`config.mk`:
```
export PLATFORM = sky130hd
export DESIGN_NAME = rob_nbank
export DESIGN_NICKNAME = d
export VERILOG_FILES = /design/src/rtl/rob_pkg.sv /design/src/rtl/rob_nbank_slot.sv /design/src/rtl/rob_nbank.sv
export SDC_FILE = /design/constraint.sdc
export NUM_CORES = 2
export LEC_CHECK = 0
export ABC_AREA = 1
export CAP_MARGIN = 15
export CELL_PAD_IN_SITES_DETAIL_PLACEMENT = 1
export CELL_PAD_IN_SITES_GLOBAL_PLACEMENT = 2
export CORE_MARGIN = 1.5
export CORE_UTILIZATION = 37
export DETAILED_ROUTE_END_ITERATION = 8
export MAX_ROUTING_LAYER = met4
export PLACE_DENSITY = 0.89
export SYNTH_ARGS = -nofsm -noshare
export SYNTH_HDL_FRONTEND = slang
export SYNTH_HIERARCHICAL = 1
export SYNTH_SLANG_ARGS = --single-unit
```
`constraint.sdc`:
```
create_clock -name i_clk -period 7.65 [get_ports i_clk]
set_clock_uncertainty 0.2 [all_clocks]
set_input_delay 1.1475 -clock i_clk [delete_from_list [all_inputs] [get_ports i_clk]]
set_output_delay 1.1475 -clock i_clk [all_outputs]
set_load 0.005 [all_outputs]
```
`src/rtl/rob_pkg.sv`:
```
// ============================================================================
// Module      : rob_pkg
// Description : Shared types, field offsets and packing helpers for the
//               banked reorder buffer (rob_nbank) and its slot cell.
// Revision    : 1.0 - initial release
// ============================================================================
`default_nettype none

package rob_pkg;

    // What the head row does this cycle
    typedef enum logic [1:0] {
        COM_IDLE   = 2'd0,
        COM_NORMAL = 2'd1,
        COM_FLUSH  = 2'd2
    } com_kind_e;

    // Slot layout, LSB first: brmask, prdn, prdo, exc, busy, val
    localparam int C_OFF_BRMASK = 0;

    function automatic int slot_width(input int wreg, input int wbrm);
        return 3 + 2 * wreg + wbrm;
    endfunction

    function automatic int off_prdn(input int wbrm);
        return wbrm;
    endfunction

    function automatic int off_prdo(input int wreg, input int wbrm);
        return wbrm + wreg;
    endfunction

    function automatic int off_exc(input int wreg, input int wbrm);
        return wbrm + 2 * wreg;
    endfunction

    function automatic int off_busy(input int wreg, input int wbrm);
        return wbrm + 2 * wreg + 1;
    endfunction

    function automatic int off_val(input int wreg, input int wbrm);
        return wbrm + 2 * wreg + 2;
    endfunction

    // Write-back port, LSB first: bank, row, exc, en
    function automatic int wb_width(input int wbank, input int wb);
        return 2 + wbank + wb;
    endfunction

    function automatic int wb_off_exc(input int wbank, input int wb);
        return wb + wbank;
    endfunction

    function automatic int wb_off_en(input int wbank, input int wb);
        return wb + wbank + 1;
    endfunction

    // Kill bus, LSB first: row, brbit, en
    function automatic int kill_width(input int wbrm, input int wbank);
        return 1 + wbrm + wbank;
    endfunction

    function automatic int kill_off_en(input int wbrm, input int wbank);
        return wbrm + wbank;
    endfunction

    // PC read tag: {row, bank}
    function automatic int tag_width(input int wbank, input int wb);
        return wbank + wb;
    endfunction

endpackage

`default_nettype wire

```
`src/rtl/rob_nbank_slot.sv`:
```
// ============================================================================
// Module      : rob_nbank_slot
// Description : One reorder-buffer instruction slot. Holds val/busy/exc,
//               old/new physical register and branch mask, and applies
//               dispatch write, write-back, branch kill and row clear.
// Revision    : 1.0 - initial release
// ============================================================================
`default_nettype none

module rob_nbank_slot
    import rob_pkg::*;
#(
    parameter int WIDTH_REG = 7,
    parameter int WIDTH_BRM = 4
) (
    input  logic                                        i_clk,
    input  logic                                        i_rst_n,
    input  logic                                        i_wr_en,
    input  logic [slot_width(WIDTH_REG, WIDTH_BRM)-1:0] i_wr_data,
    input  logic                                        i_wb_hit,
    input  logic                                        i_wb_exc,
    input  logic                                        i_kill_en,
    input  logic [WIDTH_BRM-1:0]                        i_kill_bit,
    input  logic                                        i_clr,
    output logic                                        o_val,
    output logic                                        o_busy,
    output logic                                        o_exc,
    output logic [WIDTH_REG-1:0]                        o_prdo,
    output logic [WIDTH_REG-1:0]                        o_prdn
);

    localparam int C_OFF_PRDN = off_prdn(WIDTH_BRM);
    localparam int C_OFF_PRDO = off_prdo(WIDTH_REG, WIDTH_BRM);
    localparam int C_OFF_EXC  = off_exc(WIDTH_REG, WIDTH_BRM);
    localparam int C_OFF_BUSY = off_busy(WIDTH_REG, WIDTH_BRM);
    localparam int C_OFF_VAL  = off_val(WIDTH_REG, WIDTH_BRM);

    logic                 r_val_q,    w_val_d;
    logic                 r_busy_q,   w_busy_d;
    logic                 r_exc_q,    w_exc_d;
    logic [WIDTH_REG-1:0] r_prdo_q,   w_prdo_d;
    logic [WIDTH_REG-1:0] r_prdn_q,   w_prdn_d;
    logic [WIDTH_BRM-1:0] r_brmask_q, w_brmask_d;
    logic                 w_killed;

    // A slot dies when it depends on the mispredicted branch
    assign w_killed = i_kill_en && ((r_brmask_q & i_kill_bit) != '0);

    // Next state: row clear wins, then dispatch, then kill / write-back
    always_comb begin
        w_val_d    = r_val_q;
        w_busy_d   = r_busy_q;
        w_exc_d    = r_exc_q;
        w_prdo_d   = r_prdo_q;
        w_prdn_d   = r_prdn_q;
        w_brmask_d = r_brmask_q;
        if (i_clr) begin
            w_val_d = 1'b0;
        end else if (i_wr_en) begin
            w_val_d    = i_wr_data[C_OFF_VAL];
            w_busy_d   = i_wr_data[C_OFF_BUSY];
            w_exc_d    = i_wr_data[C_OFF_EXC];
            w_prdo_d   = i_wr_data[C_OFF_PRDO +: WIDTH_REG];
            w_prdn_d   = i_wr_data[C_OFF_PRDN +: WIDTH_REG];
            w_brmask_d = i_wr_data[C_OFF_BRMASK +: WIDTH_BRM];
        end else begin
            if (w_killed) begin
                w_val_d = 1'b0;
            end
            // Write-back to an empty slot carries no meaning and is dropped
            if (i_wb_hit && r_val_q) begin
                w_busy_d = 1'b0;
                w_exc_d  = r_exc_q | i_wb_exc;
            end
        end
    end

    // Slot state register
    always_ff @(posedge i_clk or negedge i_rst_n) begin
        if (!i_rst_n) begin
            r_val_q    <= 1'b0;
            r_busy_q   <= 1'b0;
            r_exc_q    <= 1'b0;
            r_prdo_q   <= '0;
            r_prdn_q   <= '0;
            r_brmask_q <= '0;
        end else begin
            r_val_q    <= w_val_d;
            r_busy_q   <= w_busy_d;
            r_exc_q    <= w_exc_d;
            r_prdo_q   <= w_prdo_d;
            r_prdn_q   <= w_prdn_d;
            r_brmask_q <= w_brmask_d;
        end
    end

    assign o_val  = r_val_q;
    assign o_busy = r_busy_q;
    assign o_exc  = r_exc_q;
    assign o_prdo = r_prdo_q;
    assign o_prdn = r_prdn_q;

endmodule

`default_nettype wire

```
`src/rtl/rob_nbank.sv`:
```
// ============================================================================
// Module      : rob_nbank
// Description : Banked reorder buffer. Circular queue of rows, each row has
//               NBANK slots and a shared PC base. Row dispatch at tail,
//               busy clear through write-back ports, in-order row commit,
//               branch-kill tail rollback and precise exception flush.
// Revision    : 1.0 - initial release
// ============================================================================
`default_nettype none

module rob_nbank
    import rob_pkg::*;
#(
    parameter int NBANK      = 4,
    parameter int WIDTH_BANK = 3,
    parameter int WIDTH_REG  = 7,
    parameter int WIDTH_BRM  = 4,
    parameter int NWB        = 4,
    parameter int NRD        = 2
) (
    input  logic                                                  i_clk,
    input  logic                                                  i_rst_n,
    input  logic                                                  i_dis_we,
    input  logic [31:0]                                           i_dis_pc,
    input  logic [NBANK*slot_width(WIDTH_REG, WIDTH_BRM)-1:0]     i_dis_data,
    input  logic [NWB*wb_width(WIDTH_BANK, $clog2(NBANK))-1:0]    i_wb,
    input  logic [kill_width(WIDTH_BRM, WIDTH_BANK)-1:0]          i_kill,
    input  logic [NRD*tag_width(WIDTH_BANK, $clog2(NBANK))-1:0]   i_rd_tag,
    output logic [WIDTH_BANK-1:0]                                 o_dis_tag,
    output logic                                                  o_full,
    output logic                                                  o_empty,
    output logic [NBANK-1:0]                                      o_com_en,
    output logic [NBANK*WIDTH_REG-1:0]                            o_com_prd,
    output logic [NRD*32-1:0]                                     o_pc,
    output logic [31:0]                                           o_pc_next,
    output logic                                                  o_flush,
    output logic [31:0]                                           o_flush_pc
);

    localparam int C_WB      = $clog2(NBANK);
    localparam int C_SIZE    = 1 << WIDTH_BANK;
    localparam int C_SW      = slot_width(WIDTH_REG, WIDTH_BRM);
    localparam int C_WBW     = wb_width(WIDTH_BANK, C_WB);
    localparam int C_WB_EXC  = wb_off_exc(WIDTH_BANK, C_WB);
    localparam int C_WB_EN   = wb_off_en(WIDTH_BANK, C_WB);
    localparam int C_KILL_EN = kill_off_en(WIDTH_BRM, WIDTH_BANK);
    localparam int C_TW      = tag_width(WIDTH_BANK, C_WB);
    localparam int C_PCBW    = 32 - C_WB - 2;
    localparam logic [WIDTH_BANK:0] C_FULL_CNT = (WIDTH_BANK + 1)'(C_SIZE);

    // Queue bookkeeping
    logic [WIDTH_BANK-1:0] r_head_q,  w_head_d;
    logic [WIDTH_BANK-1:0] r_tail_q,  w_tail_d;
    logic [WIDTH_BANK:0]   r_count_q, w_count_d;
    logic [C_PCBW-1:0]     r_pcbase_q [C_SIZE];

    // Slot state views
    logic                 w_val  [C_SIZE][NBANK];
    logic                 w_busy [C_SIZE][NBANK];
    logic                 w_exc  [C_SIZE][NBANK];
    logic [WIDTH_REG-1:0] w_prdo [C_SIZE][NBANK];
    logic [WIDTH_REG-1:0] w_prdn [C_SIZE][NBANK];
    logic                 w_wb_hit [C_SIZE][NBANK];
    logic                 w_wb_exc [C_SIZE][NBANK];

    // Head row
    logic [NBANK-1:0]     w_hval, w_hbusy, w_hexc, w_exc_vec;
    logic [WIDTH_REG-1:0] w_hprdo [NBANK];
    logic [WIDTH_REG-1:0] w_hprdn [NBANK];
    logic                 w_ready;
    logic [C_WB-1:0]      w_exc_idx;
    com_kind_e            w_com_kind;
    logic                 w_commit;
    logic                 w_flush;

    // Dispatch / kill control
    logic                  w_full;
    logic                  w_dis_acc;
    logic                  w_kill_en;
    logic [WIDTH_BRM-1:0]  w_kill_bit;
    logic [WIDTH_BANK-1:0] w_kill_row;
    logic [WIDTH_BANK-1:0] w_kill_tail;
    logic [WIDTH_BANK-1:0] w_row0_next;
    logic                  w_unused_pc_lsb;

    assign w_full          = (r_count_q == C_FULL_CNT);
    assign w_kill_en       = i_kill[C_KILL_EN] && !w_flush;
    assign w_kill_bit      = i_kill[WIDTH_BANK +: WIDTH_BRM];
    assign w_kill_row      = i_kill[WIDTH_BANK-1:0];
    assign w_kill_tail     = w_kill_row + 1'b1;
    assign w_dis_acc       = i_dis_we && !w_full && !w_kill_en && !w_flush;
    assign w_commit        = (w_com_kind == COM_NORMAL);
    assign w_flush         = (w_com_kind == COM_FLUSH);
    // Low PC bits are implied by the bank index and never stored
    assign w_unused_pc_lsb = ^i_dis_pc[C_WB+1:0];

    // Decode write-back ports into per-slot busy-clear / exception hits
    always_comb begin
        logic [C_WBW-1:0] v_port;
        for (int r = 0; r < C_SIZE; r++) begin
            for (int b = 0; b < NBANK; b++) begin
                w_wb_hit[r][b] = 1'b0;
                w_wb_exc[r][b] = 1'b0;
            end
        end
        for (int p = 0; p < NWB; p++) begin
            v_port = i_wb[p*C_WBW +: C_WBW];
            if (v_port[C_WB_EN]) begin
                w_wb_hit[v_port[C_WB +: WIDTH_BANK]][v_port[C_WB-1:0]] = 1'b1;
                if (v_port[C_WB_EXC]) begin
                    w_wb_exc[v_port[C_WB +: WIDTH_BANK]][v_port[C_WB-1:0]] = 1'b1;
                end
            end
        end
    end

    // Gather the head row and classify it as idle, commit or flush
    always_comb begin
        for (int b = 0; b < NBANK; b++) begin
            w_hval[b]  = w_val[r_head_q][b];
            w_hbusy[b] = w_busy[r_head_q][b];
            w_hexc[b]  = w_exc[r_head_q][b];
            w_hprdo[b] = w_prdo[r_head_q][b];
            w_hprdn[b] = w_prdn[r_head_q][b];
        end
        w_exc_vec = w_hval & w_hexc;
        w_ready   = (r_count_q != '0) && ((w_hval & w_hbusy) == '0);
        w_exc_idx = '0;
        for (int b = NBANK - 1; b >= 0; b--) begin
            if (w_exc_vec[b]) begin
                w_exc_idx = C_WB'(b);
            end
        end
        if (!w_ready) begin
            w_com_kind = COM_IDLE;
        end else if (w_exc_vec != '0) begin
            w_com_kind = COM_FLUSH;
        end else begin
            w_com_kind = COM_NORMAL;
        end
    end

    // Commit strobes: on exception only slots older than the faulting one retire
    always_comb begin
        logic [WIDTH_REG-1:0] v_prd;
        o_com_en  = '0;
        o_com_prd = '0;
        for (int b = 0; b < NBANK; b++) begin
            v_prd = w_hval[b] ? w_hprdo[b] : w_hprdn[b];
            if (w_com_kind != COM_IDLE) begin
                o_com_prd[b*WIDTH_REG +: WIDTH_REG] = v_prd;
                if (w_hval[b] && (v_prd != '0) &&
                    (w_commit || (C_WB'(b) < w_exc_idx))) begin
                    o_com_en[b] = 1'b1;
                end
            end
        end
    end

    // Pointer and occupancy next state; flush beats kill beats dispatch
    always_comb begin
        w_head_d  = w_commit ? r_head_q + 1'b1 : r_head_q;
        w_tail_d  = r_tail_q;
        w_count_d = r_count_q;
        if (w_flush) begin
            w_tail_d  = r_head_q;
            w_count_d = '0;
        end else if (w_kill_en) begin
            w_tail_d  = w_kill_tail;
            w_count_d = {1'b0, w_kill_tail - w_head_d};
        end else begin
            if (w_dis_acc) begin
                w_tail_d = r_tail_q + 1'b1;
            end
            case ({w_dis_acc, w_commit})
                2'b10:   w_count_d = r_count_q + 1'b1;
                2'b01:   w_count_d = r_count_q - 1'b1;
                default: w_count_d = r_count_q;
            endcase
        end
    end

    // Queue pointer / occupancy register
    always_ff @(posedge i_clk or negedge i_rst_n) begin
        if (!i_rst_n) begin
            r_head_q  <= '0;
            r_tail_q  <= '0;
            r_count_q <= '0;
        end else begin
            r_head_q  <= w_head_d;
            r_tail_q  <= w_tail_d;
            r_count_q <= w_count_d;
        end
    end

    // Per-row PC base, captured when the row is dispatched
    always_ff @(posedge i_clk or negedge i_rst_n) begin
        if (!i_rst_n) begin
            for (int r = 0; r < C_SIZE; r++) begin
                r_pcbase_q[r] <= '0;
            end
        end else if (w_dis_acc) begin
            r_pcbase_q[r_tail_q] <= i_dis_pc[31:C_WB+2];
        end
    end

    // Slot array
    for (genvar r = 0; r < C_SIZE; r++) begin : g_row
        logic w_row_wr;
        logic w_row_clr;
        assign w_row_wr  = w_dis_acc && (r_tail_q == WIDTH_BANK'(r));
        assign w_row_clr = w_flush || (w_commit && (r_head_q == WIDTH_BANK'(r)));
        for (genvar b = 0; b < NBANK; b++) begin : g_bank
            rob_nbank_slot #(
                .WIDTH_REG (WIDTH_REG),
                .WIDTH_BRM (WIDTH_BRM)
            ) u_slot (
                .i_clk      (i_clk),
                .i_rst_n    (i_rst_n),
                .i_wr_en    (w_row_wr),
                .i_wr_data  (i_dis_data[b*C_SW +: C_SW]),
                .i_wb_hit   (w_wb_hit[r][b]),
                .i_wb_exc   (w_wb_exc[r][b]),
                .i_kill_en  (w_kill_en),
                .i_kill_bit (w_kill_bit),
                .i_clr      (w_row_clr),
                .o_val      (w_val[r][b]),
                .o_busy     (w_busy[r][b]),
                .o_exc      (w_exc[r][b]),
                .o_prdo     (w_prdo[r][b]),
                .o_prdn     (w_prdn[r][b])
            );
        end
    end

    // PC read ports rebuild the full PC from row base and bank index
    always_comb begin
        logic [C_TW-1:0] v_tag;
        for (int i = 0; i < NRD; i++) begin
            v_tag = i_rd_tag[i*C_TW +: C_TW];
            o_pc[i*32 +: 32] = {r_pcbase_q[v_tag[C_TW-1:C_WB]], v_tag[C_WB-1:0], 2'b00};
        end
    end

    assign w_row0_next = i_rd_tag[C_TW-1:C_WB] + 1'b1;
    assign o_pc_next   = {r_pcbase_q[w_row0_next], {(C_WB + 2){1'b0}}};

    assign o_dis_tag  = r_tail_q;
    assign o_full     = w_full;
    assign o_empty    = (r_count_q == '0);
    assign o_flush    = w_flush;
    assign o_flush_pc = w_flush ? {r_pcbase_q[r_head_q], w_exc_idx, 2'b00} : 32'h0;

endmodule

`default_nettype wire

```
==> impl_results.html <==
<table>
<tr><th>Metric</th><th>Value</th></tr>
<tr><th colspan="2">STA</th></tr>
<tr><td>Worst slew margin relative to its limit</td><td>15.92%</td></tr>
<tr><td>Setup slack after layout</td><td>709.3 ps</td></tr>
<tr><td>Ratio of final minimum period to clock period</td><td>90.73%</td></tr>
<tr><td>Setup TNS</td><td>0 ps</td></tr>
<tr><td>Minimum clock period</td><td>6941 ps</td></tr>
<tr><td>Slew at the pin closest to its max-slew limit</td><td>1261 ps</td></tr>
<tr><td>Final number of max-transition violations</td><td>0</td></tr>
<tr><td>Maximum clock rate</td><td>144.1 MHz</td></tr>
<tr><td>Number of hold violations in the final report</td><td>0</td></tr>
<tr><td>Final number of setup-violating endpoints</td><td>0</td></tr>
<tr><td>Unrepaired setup endpoints after global routing</td><td>no</td></tr>
<tr><th colspan="2">Setup path</th></tr>
<tr><td>Maximum single-stage delay on the critical path</td><td>970 ps</td></tr>
<tr><td>Start-to-end type of the worst setup path</td><td>flop to primary output</td></tr>
<tr><td>Crit-path cells</td><td>buf_4 -&gt; nand2_1 -&gt; nand2_1 -&gt; nand2_1 -&gt; o21ai_1 -&gt; nand2_1 -&gt; nand2_2 -&gt; nand2_1 -&gt; nand2_1 -&gt; nor2_4 -&gt; inv_2 -&gt; nand2_4 -&gt; a221oi_1 -&gt; clkdlybuf4s50_1</td></tr>
<tr><td>Count of buffer and inverter cells on the critical path</td><td>3</td></tr>
<tr><td>Critical path endpoint category</td><td>primary output</td></tr>
<tr><td>Most frequent CP cell</td><td>nand2_1</td></tr>
<tr><td>CP arrival</td><td>5590 ps</td></tr>
<tr><td>Slowest-stage cell, CP</td><td>dfrtp_4</td></tr>
<tr><td>Kind of launch point of the worst setup path</td><td>flop</td></tr>
<tr><td>Highest net fanout along the worst path</td><td>64</td></tr>
<tr><td>Critical path's top delay family</td><td>buffers and inverters</td></tr>
<tr><td>Data required time at the worst endpoint</td><td>6300 ps</td></tr>
<tr><th colspan="2">Drt</th></tr>
<tr><td>First-pass iteration count of the detailed router</td><td>6</td></tr>
<tr><td>Routed WL per cell</td><td>22.58 um</td></tr>
<tr><td>Vias per Instance</td><td>5.551</td></tr>
<tr><td>Number of remaining DRC errors</td><td>0</td></tr>
<tr><td>Count of nets left with antenna violations after detail routing</td><td>0</td></tr>
<tr><td>Detailed Route WL</td><td>211100 um</td></tr>
<tr><td>Via count</td><td>51890</td></tr>
<tr><td>DRC violation total after the first TritonRoute iteration</td><td>3812</td></tr>
<tr><th colspan="2">Power and ir drop</th></tr>
<tr><td>Worst VDD drop</td><td>0.0005302 V</td></tr>
<tr><td>Power per standard cell area</td><td>457.1 nW/um^2</td></tr>
<tr><td>Total power consumption of the routed design</td><td>0.02708 W</td></tr>
<tr><td>Leakage power</td><td>28.50 nW</td></tr>
<tr><th colspan="2">Place</th></tr>
<tr><td>IO Port Bufs</td><td>308</td></tr>
<tr><td>Final weighted congestion in routability-driven placement</td><td>0.9288</td></tr>
<tr><td>Post-Place Worst Slack</td><td>1502 ps</td></tr>
<tr><td>Placed instance area</td><td>55440 sq um</td></tr>
<tr><td>Half-perimeter wire length after detailed placement</td><td>130300 um</td></tr>
<tr><th colspan="2">Clocking</th></tr>
<tr><td>Clock tree root buffer cell</td><td>clkbuf_16</td></tr>
<tr><td>Cells resized by post-CTS repair</td><td>0</td></tr>
<tr><td>Source-to-sink clock delay at the later pin of the worst-skew pair</td><td>760 ps</td></tr>
<tr><td>Number of buffers added for setup after CTS</td><td>0</td></tr>
<tr><td>TritonCTS clock tree</td><td>built</td></tr>
<tr><td>Clk sinks</td><td>906</td></tr>
<tr><td>Number of buffers inserted by hold repair at cts</td><td>0</td></tr>
<tr><td>TritonCTS Buffers</td><td>108</td></tr>
<tr><td>Clock slew seen by the registers of the worst setup and hold paths</td><td>60 ps</td></tr>
<tr><td>Number of H-tree branching levels</td><td>3</td></tr>
<tr><td>Maximum clock insertion buffer count</td><td>3</td></tr>
<tr><th colspan="2">Die</th></tr>
<tr><td>Core area</td><td>139700 sq um</td></tr>
<tr><td>Overall die width</td><td>378.6 um</td></tr>
<tr><td>Die H</td><td>378.6 um</td></tr>
<tr><td>Total I/O pin count</td><td>331</td></tr>
<tr><td>Row count</td><td>137</td></tr>
<tr><td>Initial core utilization</td><td>37.36%</td></tr>
<tr><td>Die area</td><td>143300 sq um</td></tr>
<tr><th colspan="2">Synthesis</th></tr>
<tr><td>Post-synthesis sequential element count</td><td>906</td></tr>
<tr><td>Flip-flop cell with the highest count after synthesis</td><td>dfrtp_1</td></tr>
<tr><td>Share of flip-flops with an asynchronous set or reset</td><td>100.0%</td></tr>
<tr><td>Average cell area after synthesis</td><td>7.098 sq um</td></tr>
<tr><td>Yosys warns</td><td>6</td></tr>
<tr><td>Syn Std Cell Area</td><td>52200 sq um</td></tr>
<tr><td>Distinct cell type count after synthesis</td><td>45</td></tr>
<tr><td>Share of the synthesized area in the top cell type</td><td>43.44%</td></tr>
<tr><td>Sequential fraction of the synthesis area</td><td>43.44%</td></tr>
<tr><td>Gate Count Post-Synth</td><td>7354</td></tr>
<tr><td>Number of enable flip-flop cells after synthesis</td><td>0</td></tr>
<tr><td>Yosys top cell by area</td><td>dfrtp_1</td></tr>
<tr><td>Synth top area cells</td><td>dfrtp_1 43%, nand2_1 21%, o21ai_0 7.2%, a21oi_1 3.7%, nor2_1 3.7%</td></tr>
<tr><th colspan="2">Global routing</th></tr>
<tr><td>Global-route wire length before repair</td><td>323900 um</td></tr>
<tr><td>Via count of the first global-routing pass</td><td>53100</td></tr>
<tr><td>Total global-route track usage</td><td>30.10%</td></tr>
<tr><td>Initial antenna violation count</td><td>25</td></tr>
<tr><td>Pin count of the biggest net entering global routing</td><td>187</td></tr>
<tr><td>Grt total ovfl</td><td>0</td></tr>
<tr><th colspan="2">Run status</th></tr>
<tr><td>Result of the run</td><td>completed</td></tr>
<tr><th colspan="2">Run</th></tr>
<tr><td>Max-capacitance violation count</td><td>0</td></tr>
<tr><th colspan="2">Final layout</th></tr>
<tr><td>Area added between synthesis and finish</td><td>13.52%</td></tr>
<tr><td>Area of all placed cells without fillers</td><td>59250 sq um</td></tr>
<tr><td>Proportion of layout cells with a drive suffix above 1</td><td>6.174%</td></tr>
<tr><td>Nets@finish</td><td>7549</td></tr>
<tr><th colspan="2">Min path</th></tr>
<tr><td>Worst min-delay path category</td><td>flop to flop</td></tr>
</table>
-- state kept, by name (all words and copies together) (netlist names) --
name	count
g_row.g_bank.u_slot/o_prdn	224
g_row.g_bank.u_slot/o_prdo	224
r_pcbase_q	224
g_row.g_bank.u_slot/r_brmask_q	128
g_row.g_bank.u_slot/o_busy	32
g_row.g_bank.u_slot/o_exc	32
g_row.g_bank.u_slot/o_val	32
r_count_q	4
o_dis_tag	3
r_head_q	3
-- per-stage QoR --
step | std cells | hold WS, ps | util, %
floorplan | 7363 | 243.6 | -
global placement | 9128 | 256.7 | 39.68
detailed placement | 9128 | 260.4 | 39.68
CTS | 9324 | 276.6 | 42.35
global route | 9347 | 289.7 | 42.41
finish | 9349 | 274.1 | 42.41
-- worst register-to-register path, delay by kind of cell, from the launching register on --
family,cells,cell delay (ps)
buffers and inverters,3,1480
flip-flops,1,760
AO/OA/AOI/OAI,1,60
AND/OR/NAND/NOR,13,3440
-- per-layer routing --
metal	part of all wire (%)	global-route usage, %	up-vias
met5	0	-	-
met2	46	47.24	1553
met4	3.6	10.96	0
li1	-	-	23850
met3	5.8	4.440	395
met1	44	39.41	26100
-- worst paths after layout --
path	from	end	slack [ps]	cells after the start
setup / recovery	r_head_q[0]$_DFF_PN0_	o_flush_pc[18]	710	14
hold / removal	g_row[1].g_bank[0].u_slot/o_prdn[6]$_DFFE_PN0P_	g_row[1].g_bank[0].u_slot/o_prdn[6]$_DFFE_PN0P_	270	2
setup reg to reg	r_head_q[0]$_DFF_PN0_	r_pcbase_q[54]$_DFFE_PN0P_	1530	17
hold reg to reg	g_row[1].g_bank[0].u_slot/o_prdn[6]$_DFFE_PN0P_	g_row[1].g_bank[0].u_slot/o_prdn[6]$_DFFE_PN0P_	270	2
max in group asynchronous	i_rst_n	r_head_q[1]$_DFF_PN0_	5380	2
min in group asynchronous	i_rst_n	g_row[7].g_bank[2].u_slot/o_prdn[3]$_DFFE_PN0P_	290	1
-- cell usage in the layout, fill, tap and decap left out, types with 108 or more instances in the layout --
cell             instances
a21oi_1                387
clkbuf_16              108
clkdlybuf4s50_1        299
dfrtp_1                903
inv_1                  368
nand2_1               2942
nand3_1                126
nor2_1                 512
o21ai_0                752
o21ai_1                161
o22ai_1                115
-- synthesized netlist by cell type, types with 39 or more instances --
cell / n
inv_1: 371
clkbuf_1: 251
a21oi_1: 387
o21ai_1: 161
nand4_1: 55
buf_6: 113
nand3_1: 126
nand2_1: 2942
inv_2: 39
o22ai_1: 115
a221oi_1: 84
o21ai_0: 752
a31oi_1: 58
dfrtp_1: 906
nand2_2: 69
nor2_1: 515
nor3_1: 49
buf_4: 62
-- cell families (layout without fill, tap and decap cells) --
family | Yosys count | count (layout) | share of synthesized area (%)
AOI/OAI and AO/OA | 1651 | 1651 | 17.41
and+or+nand+nor | 3833 | 3833 | 29.45
other | 1 | 33 | 0.007185
adders and majority gates | 20 | 20 | 0.5082
muxes | 3 | 3 | 0.05753
buffers and inverters | 933 | 1020 | 9.018
xor gates and xnor gates | 7 | 7 | 0.1175
DFF | 906 | 906 | 43.44
-- layout make-up --
| cell class | instances | area, sq um |
|---|---|---|
| Multi-Input combinational cell | 5524 | 24930 |
| Sequential cell | 906 | 22680 |
| Antenna cell | 23 | 57.56 |
| Clock buffer | 164 | 3253 |
| Inverter | 442 | 1764 |
| Tap cell | 1876 | 2347 |
| Fill cell | 17460 | 80450 |
| Clock inverter | 32 | 465.4 |
| Timing Repair Buffer | 382 | 3747 |
-- where the power goes --
part	leakage (nW)	switching (W)	internal [W]	total, W
clock	1.82	0.00226	0.00311	0.00538
sequential	11.5	0.00152	0.00697	0.00848
combinational	15.2	0.00876	0.00446	0.0132
Power figures use the tool's default switching activity.
